<file path="config.mk">
export PLATFORM = sky130hd
export DESIGN_NAME = nco_phase_driver_mc
export DESIGN_NICKNAME = d
export VERILOG_FILES = /design/src/rtl/nco_pkg.sv /design/src/rtl/nco_phase_acc.sv /design/src/rtl/nco_phase_driver_mc.sv
export SDC_FILE = /design/constraint.sdc
export NUM_CORES = 1
export LEC_CHECK = 0
export CAP_MARGIN = 10
export CORE_MARGIN = 2
export CORE_UTILIZATION = 60
export CTS_CLUSTER_DIAMETER = 30
export DETAILED_ROUTE_END_ITERATION = 8
export HOLD_SLACK_MARGIN = 0.15
export MAX_ROUTING_LAYER = met4
export PLACE_DENSITY = 0.86
export SLEW_MARGIN = 10
export SYNTH_ARGS = -nofsm -noshare
export SYNTH_HDL_FRONTEND = slang
export SYNTH_HIERARCHICAL = 1
export SYNTH_SLANG_ARGS = --single-unit
</file>
<file path="constraint.sdc">
create_clock -name clk -period 7.49 [get_ports clk]
set_input_delay 1.8725 -clock clk [delete_from_list [all_inputs] [get_ports clk]]
set_output_delay 1.8725 -clock clk [all_outputs]
set_load 0.005 [all_outputs]
</file>
<file path="src/rtl/nco_pkg.sv">
`default_nettype none
// ============================================================================
//  Module      : nco_pkg
//  Description : Shared widths, phase/angle types and helpers for the
//                multi-channel NCO phase driver.
//  Revision    : 1.0 - initial release
// ============================================================================
package nco_pkg;

  localparam int NUM_CH_DEF = 4;
  localparam int ACC_W_DEF  = 32;
  localparam int OUT_W_DEF  = 20;

  typedef logic [ACC_W_DEF-1:0] phase_t;
  typedef logic [OUT_W_DEF-1:0] angle_t;

  // Channel-index width; a single channel still needs a 1-bit index port.
  function automatic int ch_width(input int n);
    return (n > 1) ? $clog2(n) : 1;
  endfunction

endpackage
`default_nettype wire

</file>
<file path="src/rtl/nco_phase_acc.sv">
`default_nettype none
// ============================================================================
//  Module      : nco_phase_acc
//  Description : One NCO channel: phase accumulator, active increment,
//                shadow increment/offset, sync reload and carry-out pulse.
//  Revision    : 1.0 - initial release
// ============================================================================
module nco_phase_acc
  import nco_pkg::*;
#(
  parameter int ACC_W = ACC_W_DEF
) (
  input  logic             clk,
  input  logic             rst,
  input  logic             en_i,
  input  logic             sync_i,       // sync pulse already qualified by this channel's mask bit
  input  logic             cfg_we_i,
  input  logic [ACC_W-1:0] cfg_inc_i,
  input  logic [ACC_W-1:0] cfg_offset_i,
  output logic [ACC_W-1:0] acc_o,
  output logic             wrap_o
);

  logic [ACC_W-1:0] acc_q, acc_d;
  logic [ACC_W-1:0] inc_q, inc_d;
  logic [ACC_W-1:0] sh_inc_q, sh_inc_d;
  logic [ACC_W-1:0] sh_off_q, sh_off_d;
  logic             wrap_q, wrap_d;
  logic [ACC_W:0]   sum;

  // Extra MSB captures the carry-out, which is the full-circle wrap indication.
  assign sum = {1'b0, acc_q} + {1'b0, inc_q};

  // Next-state: shadow capture, sync reload (no increment), or free-running advance.
  always_comb begin
    acc_d    = acc_q;
    inc_d    = inc_q;
    sh_inc_d = sh_inc_q;
    sh_off_d = sh_off_q;
    wrap_d   = 1'b0;
    if (cfg_we_i) begin
      sh_inc_d = cfg_inc_i;
      sh_off_d = cfg_offset_i;
    end
    if (sync_i) begin
      inc_d = sh_inc_q;
      acc_d = sh_off_q;
    end else if (en_i) begin
      acc_d  = sum[ACC_W-1:0];
      wrap_d = sum[ACC_W];
    end
  end

  // Channel state registers; reset also discards uncommitted shadow values.
  always_ff @(posedge clk) begin
    if (rst) begin
      acc_q    <= '0;
      inc_q    <= '0;
      sh_inc_q <= '0;
      sh_off_q <= '0;
      wrap_q   <= 1'b0;
    end else begin
      acc_q    <= acc_d;
      inc_q    <= inc_d;
      sh_inc_q <= sh_inc_d;
      sh_off_q <= sh_off_d;
      wrap_q   <= wrap_d;
    end
  end

  assign acc_o  = acc_q;
  assign wrap_o = wrap_q;

endmodule
`default_nettype wire

</file>
<file path="src/rtl/nco_phase_driver_mc.sv">
`default_nettype none
// ============================================================================
//  Module      : nco_phase_driver_mc
//  Description : Multi-channel NCO phase driver. NUM_CH shadowed phase
//                accumulators, sync-committed, issuing one truncated phase
//                per cycle round-robin to a shared downstream rotator.
//  Revision    : 1.0 - initial release
// ============================================================================
module nco_phase_driver_mc
  import nco_pkg::*;
#(
  parameter int NUM_CH = NUM_CH_DEF,
  parameter int ACC_W  = ACC_W_DEF,
  parameter int OUT_W  = OUT_W_DEF,
  localparam int CH_W  = ch_width(NUM_CH)
) (
  input  logic              clk,
  input  logic              rst,
  input  logic              en_i,
  input  logic              cfg_valid_i,
  output logic              cfg_ready_o,
  input  logic [CH_W-1:0]   cfg_ch_i,
  input  logic [ACC_W-1:0]  cfg_inc_i,
  input  logic [ACC_W-1:0]  cfg_offset_i,
  input  logic              sync_i,
  input  logic [NUM_CH-1:0] sync_mask_i,
  output logic              out_valid_o,
  output logic [CH_W-1:0]   out_ch_o,
  output logic [OUT_W-1:0]  out_angle_o,
  output logic [NUM_CH-1:0] wrap_o
);

  localparam logic [CH_W-1:0] RR_LAST = CH_W'(NUM_CH - 1);

  if (NUM_CH < 1) begin : g_bad_num_ch
    $error("nco_phase_driver_mc: NUM_CH must be >= 1");
  end
  if ((OUT_W < 1) || (OUT_W > ACC_W)) begin : g_bad_out_w
    $error("nco_phase_driver_mc: OUT_W must satisfy 1 <= OUT_W <= ACC_W");
  end

  logic [ACC_W-1:0]  acc [NUM_CH];
  logic [NUM_CH-1:0] cfg_we;
  logic              cfg_fire;

  logic [CH_W-1:0]   rr_q, rr_d;
  logic              out_valid_q, out_valid_d;
  logic [CH_W-1:0]   out_ch_q, out_ch_d;
  logic [OUT_W-1:0]  out_angle_q, out_angle_d;

  // Config writes are refused during sync so a commit never races a shadow update.
  assign cfg_ready_o = !sync_i && !rst;
  assign cfg_fire    = cfg_valid_i && cfg_ready_o;

  for (genvar i = 0; i < NUM_CH; i++) begin : g_ch
    // Out-of-range channel indices simply match no channel.
    assign cfg_we[i] = cfg_fire && (cfg_ch_i == CH_W'(i));

    nco_phase_acc #(
      .ACC_W (ACC_W)
    ) u_acc (
      .clk          (clk),
      .rst          (rst),
      .en_i         (en_i),
      .sync_i       (sync_i && sync_mask_i[i]),
      .cfg_we_i     (cfg_we[i]),
      .cfg_inc_i    (cfg_inc_i),
      .cfg_offset_i (cfg_offset_i),
      .acc_o        (acc[i]),
      .wrap_o       (wrap_o[i])
    );
  end

  // Issue the pre-edge phase of the current round-robin channel; sync restarts the rotation.
  always_comb begin
    rr_d        = rr_q;
    out_valid_d = en_i;
    out_ch_d    = out_ch_q;
    out_angle_d = out_angle_q;
    if (en_i) begin
      out_ch_d    = rr_q;
      out_angle_d = acc[rr_q][ACC_W-1 -: OUT_W];
      rr_d        = (rr_q == RR_LAST) ? '0 : rr_q + 1'b1;
    end
    if (sync_i) begin
      rr_d = '0;
    end
  end

  // Round-robin pointer and registered output stage.
  always_ff @(posedge clk) begin
    if (rst) begin
      rr_q        <= '0;
      out_valid_q <= 1'b0;
      out_ch_q    <= '0;
      out_angle_q <= '0;
    end else begin
      rr_q        <= rr_d;
      out_valid_q <= out_valid_d;
      out_ch_q    <= out_ch_d;
      out_angle_q <= out_angle_d;
    end
  end

  assign out_valid_o = out_valid_q;
  assign out_ch_o    = out_ch_q;
  assign out_angle_o = out_angle_q;

endmodule
`default_nettype wire
</file>
==> results of run 1 <==
[where the power goes]
| group | switching [W] | internal (W) | total [W] |
|---|---|---|---|
| Sequential | 0.0000390 | 0.00293 | 0.00297 |
| Clock | 0.00174 | 0.00338 | 0.00512 |
| Combinational | 0.000333 | 0.000167 | 0.000501 |
[Yosys cell counts (8+ instances only)]
| master | n |
|---|---|
| a221oi_1 | 32 |
| nor2_1 | 536 |
| nand4_1 | 37 |
| and3_1 | 14 |
| a21boi_0 | 8 |
| buf_2 | 18 |
| nand3_1 | 40 |
| a31oi_1 | 28 |
| and2_1 | 10 |
| ha_1 | 129 |
| or3_1 | 12 |
| a211oi_1 | 40 |
| o211ai_1 | 12 |
| o22ai_1 | 34 |
| xor2_1 | 41 |
| xnor2_1 | 41 |
| o21a_1 | 20 |
| o31ai_1 | 16 |
| a21o_1 | 32 |
| nand2b_1 | 12 |
| or3b_2 | 20 |
| nor2b_1 | 26 |
| a21oi_1 | 226 |
| clkbuf_1 | 145 |
| nor3b_1 | 54 |
| dfxtp_1 | 541 |
| nand2_1 | 123 |
| nor3_1 | 43 |
| o21ai_0 | 68 |
| inv_1 | 75 |
| o21bai_1 | 9 |
| o221ai_1 | 27 |
| buf_1 | 17 |
| mux2i_1 | 452 |
[kinds of logic (layout without fill, tap and decap cells)]
| logic type | count (synthesis) | count (layout) |
|---|---|---|
| and+or+nand+nor | 972 | 972 |
| AOI/OAI and AO/OA | 644 | 644 |
| DFF | 541 | 541 |
| muxes | 458 | 458 |
| buffers and inverters | 261 | 397 |
| adders and majority gates | 133 | 133 |
| xor gates and xnor gates | 82 | 82 |
| other | 0 | 10 |
[critical path, stage by stage]
cell             delay, ns
clkdlybuf4s50_1       0.61
nor2_1                0.66
clkdlybuf4s50_1       0.63
[per-layer routing]
| metal | part of all wire [%] | wire [um] | global-route usage (%) | vias up |
|---|---|---|---|---|
| met5 | 0 | 0 | - | - |
| met4 | 6.1 | 5642 | 22.34 | 0 |
| met3 | 8.5 | 7892 | 7.637 | 329 |
| met2 | 46 | 42610 | 61.01 | 1171 |
| met1 | 40 | 36900 | 47.79 | 11980 |
| li1 | - | - | - | 11270 |
[how the worst max path moves through the flow]
stage,cells past startpoint,endpoint,slack [ns],start
after floorplan,1,cfg_ready_o,3.53,rst
after global placement,3,cfg_ready_o,2.02,sync_i
after detailed placement,3,cfg_ready_o,1.92,sync_i
after CTS,3,cfg_ready_o,1.92,sync_i
after global routing,3,cfg_ready_o,1.80,sync_i
final,3,cfg_ready_o,1.83,sync_i
[cell type report]
| cell class | count | area (um^2) | share of cell area [%] |
|---|---|---|---|
| sequential | 541 | 10830 | 32.85 |
| clock inverter | 75 | 1023 | 3.104 |
| clock buffer | 126 | 2882 | 8.738 |
| antenna | 10 | 25.02 | 0.07589 |
| multi-input combinational | 2289 | 16000 | 48.52 |
| timing repair buffer | 121 | 1182 | 3.586 |
| tap | 600 | 750.7 | 2.277 |
| inverter | 75 | 281.5 | 0.8537 |
[per-stage QoR]
stage	util (%)	worst slack (ns)	hold WS, ns	cell area [um^2]	power [W]
2_1_floorplan	-	3.528	0.4372	27840	0.003308
3_3_place_gp	63.73	2.016	0.4449	29050	0.003493
3_5_place_dp	63.73	1.918	0.4636	29050	0.003504
4_1_cts	72.30	1.922	0.4728	32950	0.008601
5_1_grt	72.34	1.803	0.4800	32970	0.008786
6_report	72.35	1.832	0.4793	32980	0.008595
[flip-flops by register name (all words and copies together), names as in the netlist]
name                 cells
g_ch.u_acc/wrap_o        4
g_ch.u_acc/inc_q       128
rr_q                     2
g_ch.u_acc/sh_inc_q    128
out_angle_o             20
out_valid_o              1
g_ch.u_acc/acc_o       128
out_ch_o                 2
g_ch.u_acc/sh_off_q    128
==> metrics, run 1 <==
status completed; all-layer global routing usage 39.30%; commonest cells after routing, fill and taps aside 540 x dfxtp_1, 536 x nor2_1, 452 x mux2i_1, 226 x a21oi_1, 129 x ha_1; Post-DRT Antenna Nets 0; fin crit period 5.658 ns; commonest non-fill, non-tap cell in the layout dfxtp_1; Register-to-Register Path Depth 9; H-tree Lvls 3; syn avg cell area 9.007 um^2; Crit Path Class primary input to output port; FILL cells 3230; largest cells by area after synthesis dfxtp_1 39%, mux2i_1 16%, nor2_1 7.2%, ha_1 5.8%, a21oi_1 4.1%; Synth area leader dfxtp_1; WP data required 5.62 ns; Hold Path Sink g_ch[2].u_acc/acc_o[12]; CP startpoint kind primary input; P_leak 12.63 nW; deepest clock path buffer count 3; io pins 103; Synth Area in XOR/XNOR 2.580%; Final Hold Fails 0; max-cap viol count 0; Setup TNS 0 ns; Max IR drop VDD 0.2561 mV; gpl congestion 0.9969; die area 48140 um^2; post-placement cell count 3626; Setup-failing EPs final 0; vias in the first global route around 24000; Core Region 45580 um^2; post-synthesis cell type count 93; Die Ht 219.4 um; CTS tree yes; Post-synth EDFFs 0; global route total overflow 0; RSZ-0062 raised after global routing false; critical path fanouts, max 6; R2R Path Start g_ch[1].u_acc/acc_o[0]; post_cts resized 0; initial DRC count 2641; min-delay worst type register to register; r2r setup slk 4.12 ns; synthesized instance count between 3000 and 4000; die width 219.4 um; Tightest Pin Transition 1.122 ns; Synth Area in Compound Gates 15.90%; Clk pin slew, worst setup/hold paths around 0.060 ns; crit path DAT 3.79 ns; RR Endpoint g_ch[1].u_acc/acc_o[26]; share of the yosys chip area belonging to registers 38.90%; main flop type after synthesis dfxtp_1; Non-Filler Instances 3837; fmax around 0.18 GHz; area overhead of the layout relative to synthesis 18.44%; Setup crit end kind output port; Tcrit/Tclk final between 70% and 80%; initial antenna violation count 8; final net count 3343; Ys Warns 6; mux cell area share after synthesis 16.49%; initial core utilization 61.09%; drt pass-1 iters 8; postcts setup bufs 0; mapped cell area 27840 um^2; WL/cell 24.25 um; power per cell area 260.6 nW/um^2; clock sinks 541; hold_sp g_ch[2].u_acc/sh_off_q[12]; Hold-fix buffers, CTS 0; Num CTS Buffers between 100 and 150; final wirelength 93.04 mm; layout cells sized above 1 9.606%; Row Count 78; count of input and output buffers 102; post-synth top area share around 39%; total number of vias 24750; Clk Latency, worst-skew pair about 0.65 ns; clock skew 0.02634 ns; ys async rst share 0%; Clk Tree Root Cell clkbuf_16; hold depth 2; main combinational cell family by area after synthesis multiplexers; # DRC 0; drt via density about 6.5; first-pass GRT wire length between 100 and 150 mm; Synth Register Bits 541; fin. max-slew vios 0; largest net degree at the start of global routing between 150 and 200; Mapped Nets roughly 3300; Synth Area in Adders 6.085%; max_slew headroom approximately 25%; simple-gate share of the synthesized area 16.28%; dpl hpwl 62.15 mm
No activity file was read; power rests on OpenSTA's default activity.
==> inputs of run 2 (changes only) <==
- CORE_UTILIZATION: 60 -> 56
- PLACE_DENSITY: 0.86 -> 0.84
- clock period: 7.49 -> 4.65 ns (I/O delays scaled with it)
==> run 2 against run 1 <==
  * First-iteration DRC count down 11%
  * Register-to-register slack worse by 2.6 ns
  * Combinational power up 60%
  * Final cell count up 1.8%
  * Worst setup slack worse by 0.98 ns
  * Power up 57%
  * Critical path depth unchanged
==> metrics, run 2 (synthesis results as in run 1) <==
status completed; max-cap viol count 0; commonest non-fill, non-tap cell in the layout dfxtp_1; Core Region 49050 um^2; Num CTS Buffers 106; dpl hpwl 61.77 mm; commonest cells after routing, fill and taps aside 540 x dfxtp_1, 536 x nor2_1, 452 x mux2i_1, 226 x a21oi_1, 129 x ha_1; CP most frequent cell clkdlybuf4s50_1; Worst path top cell family by delay buffers and inverters; layout cells sized above 1 10.00%; post_cts resized 0; first-pass GRT wire length 135.6 mm; count of input and output buffers 102; hold slack around 0.46 ns; Tightest Pin Transition about 0.9 ns; power per cell area 409.1 nW/um^2; fmax 0.2636 GHz; Placement Setup Slack 0.8807 ns; Post-DRT Antenna Nets 0; Setup crit end kind output port; critical path fanouts, max 6; Setup-failing EPs final 0; fin crit period 3.793 ns; initial DRC count 2349; deepest clock path buffer count 3; die width 227.0 um; die area 51520 um^2; Post-Layout Inst Area 33080 um^2; Final Hold Fails 0; WP data required 3.49 ns; CTS tree yes; CP startpoint kind primary input; clock skew between 0.03 and 0.04 ns; global route total overflow 0; post-layout power approximately 0.014 W; # DRC 0; Tcrit/Tclk final a little over 80%; CP Cell Sequence clkdlybuf4s50_1 > nor2_1 > clkdlybuf4s50_1; final wirelength 89.10 mm; Crit-path slowest cell clkdlybuf4s50_1; Max IR drop VDD 0.2987 mV; Die Ht 227.0 um; P_leak approximately 13 nW; Row Count 81; initial core utilization 56.76%; Hold-fix buffers, CTS 0; DP Area 29270 um^2; gpl congestion 1.015; Crit Path Class primary input to output port; WL/cell about 23 um; postcts setup bufs 0; crit path buf inv count 2; total number of vias 24610; io pins 103; fin. max-slew vios 0; Worst Setup Slack, final 0.8567 ns; Setup TNS 0 ns; Clk Tree Root Cell clkbuf_16; max_slew headroom about two fifths; initial antenna violation count 2; Clk pin slew, worst setup/hold paths 0.06 ns; vias in the first global route 23770; crit path DAT 2.63 ns; slowest stage delay, CP 0.58 ns; area overhead of the layout relative to synthesis 18.83%; RSZ-0062 raised after global routing false; final net count 3354; all-layer global routing usage about a third; drt pass-1 iters 6; min-delay worst type register to register; H-tree Lvls 3; Clk Latency, worst-skew pair roughly 0.67 ns; FILL cells 3766; drt via density 6.302; clock sinks around 540; largest net degree at the start of global routing roughly 200
-- run 2: cell count changes in the layout (fill, tap and decap cells not counted), moves of 4 or more --
cell       delta
buf_12        +5
clkinv_2      +7
buf_4         +6
bufinv_16     -5
diode_2       -8
clkbuf_8      +6
inv_6         -4
inv_8         -4
-- run 2: worst paths after layout --
kind	start	end	slack, ns	depth (start not counted)
max	sync_i	cfg_ready_o	0.86	3
min	g_ch[2].u_acc/sh_off_q[11]	g_ch[2].u_acc/acc_o[11]	0.46	2
max reg2reg	g_ch[0].u_acc/acc_o[11]	g_ch[0].u_acc/acc_o[26]	1.54	8
min reg2reg	g_ch[2].u_acc/sh_off_q[11]	g_ch[2].u_acc/acc_o[11]	0.46	2
-- run 2: final cells by class --
| class | count | area [um^2] | area share [%] |
|---|---|---|---|
| Multi-Input combinational cell | 2289 | 16000 | 48.36 |
| Sequential cell | 541 | 10830 | 32.74 |
| Clock buffer | 127 | 2882 | 8.710 |
| Timing Repair Buffer | 133 | 1343 | 4.058 |
| Clock inverter | 74 | 910.9 | 2.753 |
| Tap cell | 664 | 830.8 | 2.511 |
| Inverter | 75 | 281.5 | 0.8510 |
| Antenna cell | 2 | 5.005 | 0.01513 |
-- run 2: report_power, final --
group / switching, W / total (W) / internal (W)
logic: 0.000529 / 0.000804 / 0.000276
registers: 0.0000628 / 0.00478 / 0.00472
clock network: 0.00278 / 0.00795 / 0.00516
total: 0.00337 / 0.0135 / 0.0102
-- run 2: worst reg2reg max path, cell delays in order (launching register included) --
cell and delay, ns:
dfxtp_1 0.31, ha_1 0.40, and3_1 0.27, and3_1 0.20, o31ai_1 0.59, nand3_1 0.37, o21ai_0 0.28, mux2_2 0.37
a221oi_1 0.23
-- run 2: layer usage --
metal	part of all wire [%]	up-vias	global-route usage (%)	wire, um
met3	9.6	218	6.840	8534
met5	0	-	-	0
li1	-	11300	-	-
met1	41	11940	44.92	36920
met2	45	1150	54.19	40000
met4	4.1	0	15.07	3645
-- run 2: per-stage QoR --
stage / util, % / std cells
final: 67.44 / 3905
after CTS: 67.40 / 3902
after global placement: 59.67 / 3701
after global routing: 67.44 / 3904
after floorplan: - / 3091
after detailed placement: 59.67 / 3701
